File: src/rtl/branch_resolve_unit_pkg.sv
// Shared definitions for the branch resolve unit: the funct3 branch
// encodings and a helper that tells legal from reserved encodings.
package branch_resolve_unit_pkg;

  typedef enum logic [2:0] {
    BR_BEQ  = 3'b000,
    BR_BNE  = 3'b001,
    BR_RSV2 = 3'b010,
    BR_RSV3 = 3'b011,
    BR_BLT  = 3'b100,
    BR_BGE  = 3'b101,
    BR_BLTU = 3'b110,
    BR_BGEU = 3'b111
  } branch_type_e;

  // Encodings 010 and 011 are reserved; every other funct3 is a real branch.
  function automatic logic isLegalBranch(input logic [2:0] branchType);
    return (branchType[2:1] != 2'b01);
  endfunction

endpackage

File: src/rtl/branch_resolve_unit_cond.sv
// Purely combinational branch condition evaluator. Produces the raw
// taken condition and an illegal flag for reserved encodings; both are
// forced low for pass-through (non-branch) requests.
module branch_cond
  import branch_resolve_unit_pkg::*;
#(
  parameter int XLEN = 32
) (
  input  logic            is_branch,
  input  logic [2:0]      branch_type,
  input  logic [XLEN-1:0] a,
  input  logic [XLEN-1:0] b,
  output logic            cond,
  output logic            illegal
);

  logic w_eq;
  logic w_lt;
  logic w_ltu;
  logic w_legal;

  assign w_eq    = (a == b);
  assign w_lt    = ($signed(a) < $signed(b));
  assign w_ltu   = (a < b);
  assign w_legal = isLegalBranch(branch_type);

  // Select the comparison that matches the funct3 encoding.
  always_comb begin
    cond = 1'b0;
    if (is_branch) begin
      case (branch_type)
        BR_BEQ:  cond = w_eq;
        BR_BNE:  cond = ~w_eq;
        BR_BLT:  cond = w_lt;
        BR_BGE:  cond = ~w_lt;
        BR_BLTU: cond = w_ltu;
        BR_BGEU: cond = ~w_ltu;
        default: cond = 1'b0;
      endcase
    end
  end

  assign illegal = is_branch & ~w_legal;

endmodule

File: src/rtl/branch_resolve_unit.sv
// Branch resolve unit: evaluates a conditional branch, registers the
// outcome in a single output stage with a valid/ready handshake, and
// keeps saturating statistics counters of branches and mispredictions.
module branch_resolve_unit
  import branch_resolve_unit_pkg::*;
#(
  parameter int XLEN  = 32,
  parameter int CNT_W = 16
) (
  input  logic             clk,
  input  logic             rst_n,
  input  logic             in_valid,
  output logic             in_ready,
  input  logic             is_branch,
  input  logic [2:0]       branch_type,
  input  logic [XLEN-1:0]  a,
  input  logic [XLEN-1:0]  b,
  input  logic [XLEN-1:0]  pc,
  input  logic [XLEN-1:0]  target,
  input  logic             pred_taken,
  input  logic             flush,
  output logic             out_valid,
  input  logic             out_ready,
  output logic             taken,
  output logic             mispredict,
  output logic [XLEN-1:0]  redirect_pc,
  output logic             illegal,
  output logic [CNT_W-1:0] branch_cnt,
  output logic [CNT_W-1:0] mispred_cnt
);

  logic             r_outValid;
  logic             r_taken;
  logic             r_mispredict;
  logic             r_illegal;
  logic [XLEN-1:0]  r_redirectPc;
  logic [CNT_W-1:0] r_branchCnt;
  logic [CNT_W-1:0] r_mispredCnt;

  logic             w_cond;
  logic             w_illegal;
  logic             w_accept;
  logic             w_mispredict;
  logic             w_countBranch;
  logic [XLEN-1:0]  w_pcPlus4;
  logic [XLEN-1:0]  w_redirect;

  branch_cond #(
    .XLEN(XLEN)
  ) u_branch_cond (
    .is_branch  (is_branch),
    .branch_type(branch_type),
    .a          (a),
    .b          (b),
    .cond       (w_cond),
    .illegal    (w_illegal)
  );

  // The slot is free when empty or being drained; reset and flush both
  // refuse new work so nothing is accepted (or counted) in those cycles.
  assign in_ready      = rst_n & ~flush & (~r_outValid | out_ready);
  assign w_accept      = in_valid & in_ready;

  assign w_pcPlus4     = pc + {{(XLEN-3){1'b0}}, 3'b100};
  assign w_redirect    = w_cond ? target : w_pcPlus4;
  assign w_mispredict  = is_branch & ~w_illegal & (w_cond ^ pred_taken);
  assign w_countBranch = is_branch & ~w_illegal;

  // Output register: reset beats flush, flush beats acceptance, and an
  // accept during a drain simply overwrites the slot with no bubble.
  always_ff @(posedge clk) begin
    if (!rst_n) begin
      r_outValid   <= 1'b0;
      r_taken      <= 1'b0;
      r_mispredict <= 1'b0;
      r_illegal    <= 1'b0;
      r_redirectPc <= '0;
    end else if (flush) begin
      r_outValid   <= 1'b0;
    end else if (w_accept) begin
      r_outValid   <= 1'b1;
      r_taken      <= w_cond;
      r_mispredict <= w_mispredict;
      r_illegal    <= w_illegal;
      r_redirectPc <= w_redirect;
    end else if (out_ready) begin
      r_outValid   <= 1'b0;
    end
  end

  // Statistics counters bump at acceptance and stick at all-ones.
  always_ff @(posedge clk) begin
    if (!rst_n) begin
      r_branchCnt  <= '0;
      r_mispredCnt <= '0;
    end else if (w_accept) begin
      if (w_countBranch && (r_branchCnt != {CNT_W{1'b1}}))
        r_branchCnt <= r_branchCnt + 1'b1;
      if (w_mispredict && (r_mispredCnt != {CNT_W{1'b1}}))
        r_mispredCnt <= r_mispredCnt + 1'b1;
    end
  end

  assign out_valid   = r_outValid;
  assign taken       = r_taken;
  assign mispredict  = r_mispredict;
  assign illegal     = r_illegal;
  assign redirect_pc = r_redirectPc;
  assign branch_cnt  = r_branchCnt;
  assign mispred_cnt = r_mispredCnt;

endmodule

File: config.mk
export PLATFORM = sky130hd
export DESIGN_NAME = branch_resolve_unit
export DESIGN_NICKNAME = d
export VERILOG_FILES = /design/src/rtl/branch_resolve_unit_pkg.sv /design/src/rtl/branch_resolve_unit_cond.sv /design/src/rtl/branch_resolve_unit.sv
export SDC_FILE = /design/constraint.sdc
export NUM_CORES = 1
export LEC_CHECK = 0
export CORE_ASPECT_RATIO = 0.8
export CORE_UTILIZATION = 46
export DETAILED_ROUTE_END_ITERATION = 6
export PLACE_DENSITY = 0.9
export SLEW_MARGIN = 30
export SYNTH_ARGS = -nofsm -noshare
export SYNTH_HDL_FRONTEND = slang
export SYNTH_SLANG_ARGS = --single-unit
File: constraint.sdc
create_clock -name clk -period 8.73 [get_ports clk]
set_input_delay 1.746 -clock clk [delete_from_list [all_inputs] [get_ports clk]]
set_output_delay 1.746 -clock clk [all_outputs]
set_load 0.02 [all_outputs]
# ---- After elaboration in Yosys (flattened, before gate mapping)
# Index checks and enable logic that the tools add are counted.
dict set report totals {
  register_bits 68
  in_bits 138
  out_inout_bits 69
  wordCells 50
}
dict set report op_classes {
  add_sub_neg 3
  magnitude_cmp 2
  n_eq_ne 9
  mux 5
  bitwise_logic 16
  n_reduce_logical 8
}
# operator count
set ops {}
lappend ops {{32-bit less-than comparator} 2}
lappend ops {{16-bit by 1-bit adder with 16-bit output, second input constant} 2}
lappend ops {{32-bit by 3-bit adder with 32-bit output, second input constant} 1}
lappend ops {{32-bit == test} 1}
lappend ops {{32-bit two-way mux} 1}
lappend ops {{16-bit inequality test, second input constant} 2}
lappend ops {{3-bit == test, second input constant} 4}
lappend ops {{1-bit NOT} 8}
lappend ops {{1-bit bitwise AND} 6}
lappend ops {{1-bit case mux with 6 select lines} 1}
lappend ops {{2-bit AND reduction} 3}
lappend ops {{3-bit by 1-bit == test with 1-bit output, second input constant} 1}
lappend ops {{3-bit logical NOT} 1}
lappend ops {{1-bit two-way mux} 3}
lappend ops {{1-bit logical AND} 2}
lappend ops {{2-bit by 1-bit inequality test with 1-bit output, second input constant} 1}
lappend ops {{2-bit nonzero test} 1}
lappend ops {{2-bit OR reduction} 1}
lappend ops {{1-bit bitwise OR} 1}
lappend ops {{1-bit XOR} 1}

# ---- Logic depth before layout (Yosys ltp)
dict set report logic_depth {
  depth_word 8
  ltp_mapped 13
  ltp_nobuf 10
}

# ---- Modules after synthesis
# A second synthesis with hierarchy kept.
dict set report hier_totals {
  hier_cells 576
  hier_area_um2 4529.3
}
# module instances cells_each area_each_um2
set modules_own_cells {}
lappend modules_own_cells {branch_resolve_unit 1 448 3639.7}
lappend modules_own_cells {branch_cond 1 128 889.6}

# ---- Worst setup path after synthesis
# No wires, ideal clock.
dict set report synth_timing {
  kind {input -> register}
  start {in b[14]}
  end {reg r_mispredCnt[0], in the netlist mispred_cnt[0]}
  setup_time_ns 0.073
  arrival_time_ns 4.237
  slack_ns 4.420
  path_stages 10
  path_buffers 0
  cell_sequence {inv_1 -> ha_1 -> a21oi_1 -> nand2_1 -> a221o_1 -> o311a_1 -> a311o_4 -> nor3_4 -> mux2i_1 -> mux2i_1}
}
dict set report synth_via {
  elab_chain_cells 8
  word_cells_on_any_way 12
  cone_classes {order compare (2); eq/ne (1); mux (2); bitwise (5); reduce/logical (2)}
}
# element line
set synth_rtl {}
lappend synth_rtl {{start, declared} branch_resolve_unit.sv:17} ;# input logic [XLEN-1:0] b,
lappend synth_rtl {{32-bit less-than comparator, or another cell as far along} branch_resolve_unit_cond.sv:24} ;# assign w_ltu = (a < b);
lappend synth_rtl {{1-bit NOT (on tied branches)} {branch_resolve_unit_cond.sv:37, branch_resolve_unit_cond.sv:33, branch_resolve_unit_cond.sv:35}}
lappend synth_rtl {{1-bit case mux with 6 select lines (*)} branch_resolve_unit_cond.sv:31} ;# case (branch_type)
lappend synth_rtl {{1-bit two-way mux (*)} branch_resolve_unit_cond.sv:30} ;# if (is_branch) begin
lappend synth_rtl {{1-bit XOR (*)} branch_resolve_unit.sv:66} ;# assign w_mispredict = is_branch & ~w_illegal & (w_cond ^ pred_taken);
lappend synth_rtl {{1-bit bitwise AND (*)} branch_resolve_unit.sv:66}
lappend synth_rtl {{1-bit logical AND (*)} branch_resolve_unit.sv:99} ;# if (w_mispredict && (r_mispredCnt != {CNT_W{1'b1}}))
lappend synth_rtl {{2-bit AND reduction (no source line) (*)} -}
lappend synth_rtl {{end signal, assigned} branch_resolve_unit.sv:100} ;# r_mispredCnt <= r_mispredCnt + 1'b1;
lappend synth_rtl {{end, declared} branch_resolve_unit.sv:38} ;# logic [CNT_W-1:0] r_mispredCnt;
# Every way passes the cells marked *; elsewhere a longest branch is shown, timed or not.
# A chain may end at the register's enable or synchronous reset.

# ---- Final worst setup path
dict set report layout_timing {
  start {in rst_n}
  end {out in_ready}
}
dict set report layout_via {
  elab_chain_cells 2
}
# element line
set layout_rtl {}
lappend layout_rtl {{start, declared} branch_resolve_unit.sv:11} ;# input logic rst_n,
lappend layout_rtl {{1-bit bitwise AND (2 in a row)} branch_resolve_unit.sv:61} ;# assign in_ready = rst_n & ~flush & (~r_outValid | out_ready);
lappend layout_rtl {{end, declared} branch_resolve_unit.sv:13} ;# output logic in_ready,
# No other way between the ends.

==> results_dict.tcl <==
set metrics [dict create \
    report.final.slew_viol_count 0 \
    pre_cts_slack_ps 3520 \
    viasPerCell 5.51 \
    final_cell_mix "clkdlybuf4s50_1 (205), dfxtp_1 (68), nand2_1 (60)" \
    placementRows 32 \
    diodes 0 \
    synth_top_area_share_pct 28.7 \
    clkLatencyLatePin_ps 340 \
    syn_to_final_growth_pct 51.3 \
    outcome "completed" \
    grt_overflow 0 \
    synth_cell_type_count 58 \
    post_cts_resize_count 0 \
    final_common_cell "clkdlybuf4s50_1" \
    ys.flop_type "dfxtp_1" \
    ys_seq_area_share_pct 28.7 \
    clock.fmax_mhz 189 \
    crit_type "in -> out" \
    hold_viol_final 0 \
    ant_nets 0 \
    setup_viol 0 \
    die_h_um 92.8 \
    num_vias 5091 \
    start_util_pct 48.2 \
    tns_ps 0 \
    min_path_type "reg -> reg" \
    cts_hold_buf 0 \
    cts_sinks 68 \
    timing.slew.headroom_pct 43.9 \
    synth_area_um2 4740 \
    drive_gt1_share_pct 3.55 \
    clk_pin_slew_ps 50 \
    cp-end-kind "primary output" \
    nets 956 \
    grt_usage_pct 28.4 \
    htreeDepth 3 \
    synth.area.top_cells "dfxtp_1 (29%), mux2i_1 (11%), ha_1 (9.2%), nand3_1 (5.8%), nand2_1 (4.8%)" \
    grt_pass1_wl_um 23900 \
    cts_tree "yes" \
    finalCritPeriodShare_pct 60.5 \
    fin_total_pwr_w 0.000883 \
    cts_setup_buffers 0 \
    power_density_nw_per_um2 123 \
    whs_ps 463 \
    synth_cells 586 \
    wl_um 15300 \
    async_flop_share_pct 0 \
    ios 207 \
    synth.largest_area_cell "dfxtp_1" \
    die_area_um2 10700 \
    design.core.area_um2 9850 \
    synth_edf_count 0 \
    cts_buffer_depth 2 \
    final.setup.worst_slack_ps 3450 \
    grt_max_degree 65 \
    fp.dieW_um 116 \
    ir_drop_v 0.000112 \
    grt_pass1_vias 4988 \
    min_period_ps 5280 \
    hpwl_um 11900 \
    synth_seq_cells 68 \
    maxCapViolCount 0 \
    dr.pass1.iters 4 \
    worstPathArrival_ps 3530 \
    avgRoutedWirePerCell_um 16.5 \
    worst_slew_pin_slew_ps 835 \
    finClkSkew_ps 9.17 \
    grt_setup_unrepaired "false" \
    synth.avg_cell_area_um2 8.10 \
    power.static_leakage_nw 2.79 \
    gp_congestion 0.879 \
    crit_path_start_kind "input port" \
    syn_nets 759 \
    drcViolationCount 0 \
    drtIter0Drc 368 \
    clockRootBuffer "clkbuf_16" \
    cts_buffers 9 \
    antenna_found_initial 0 \
    yosys_warnings 0 \
    required_ps 6980 \
    crit_path_max_fanout 64 \
    io_buffer_count 206 \
]
## cells in the mapped netlist, types with 3 or more instances
cell type,n
xnor2_1,24
a21oi_1,21
clkbuf_1,14
nand4_1,22
mux2i_1,54
a31oi_1,4
nand2b_1,14
and4_1,3
and3_1,11
buf_6,3
nor4_2,3
nand3_1,55
nand2_1,61
nor2_1,40
o21ai_1,25
xor2_1,18
nor2b_1,4
o21ai_0,14
dfxtp_1,68
ha_1,35
nor3_1,6
inv_1,39
o31ai_1,3
nor4_1,4
## worst max-delay path, cell delays in order
cell and delay [ps]:
buf_2 80, buf_4 530, nand2b_1 180, nor2_1 280, clkdlybuf4s50_1 700
## layout make-up
type                       count  area, um2
clock inverter                 1       5.00
clock buffer                  15        278
timing repair buffer         207       2060
sequential                    68       1360
fill                         759       2670
inverter                      40        150
tap                          136        170
multi-input combinational    457       3150
## through the flow
step	util, %	cells	area [um2]
after floorplan	-	586	4740
after global placement	69.8	908	6880
final	72.9	924	7180
after CTS	72.8	924	7170
after detailed placement	69.9	908	6880
after global routing	72.9	924	7180
## cell families after synthesis
logic type      Yosys count  synth area share [%]
xor+xnor                 42                  7.75
buf+inv                  61                  5.41
flops                    68                  28.7
compound gates           91                  12.5
mux                      54                  11.4
fa+ha+maj                35                  9.23
simple gates            235                  25.0
## routing by layer
layer	up-vias	track usage [%]	wire (um)
li1	2474	-	-
met1	2390	33.8	6300
met2	186	50.7	7710
met5	-	0	0
met3	41	5.30	773
met4	0	9.63	480
## flip-flops by register name, summed over array words and instances (netlist names)
signal	cells
taken	1
mispred_cnt	16
mispredict	1
out_valid	1
redirect_pc	32
illegal	1
branch_cnt	16
## where the power goes
group	internal, W	switching, W
logic	0.000113	0.0000957
clock network	0.000215	0.000132
registers	0.000321	0.00000618
total	0.000649	0.000234
## final timing paths
check / from / end / slack (ps) / cells past startpoint
max: rst_n / in_ready / 3450 / 5
min: illegal$_SDFFE_PN0P_ / illegal$_SDFFE_PN0P_ / 460 / 2
max reg2reg: mispred_cnt[6]$_SDFFE_PN0P_ / mispred_cnt[6]$_SDFFE_PN0P_ / 5960 / 8
min reg2reg: illegal$_SDFFE_PN0P_ / illegal$_SDFFE_PN0P_ / 460 / 2
Note: power is estimated with default switching activity, not from simulation.
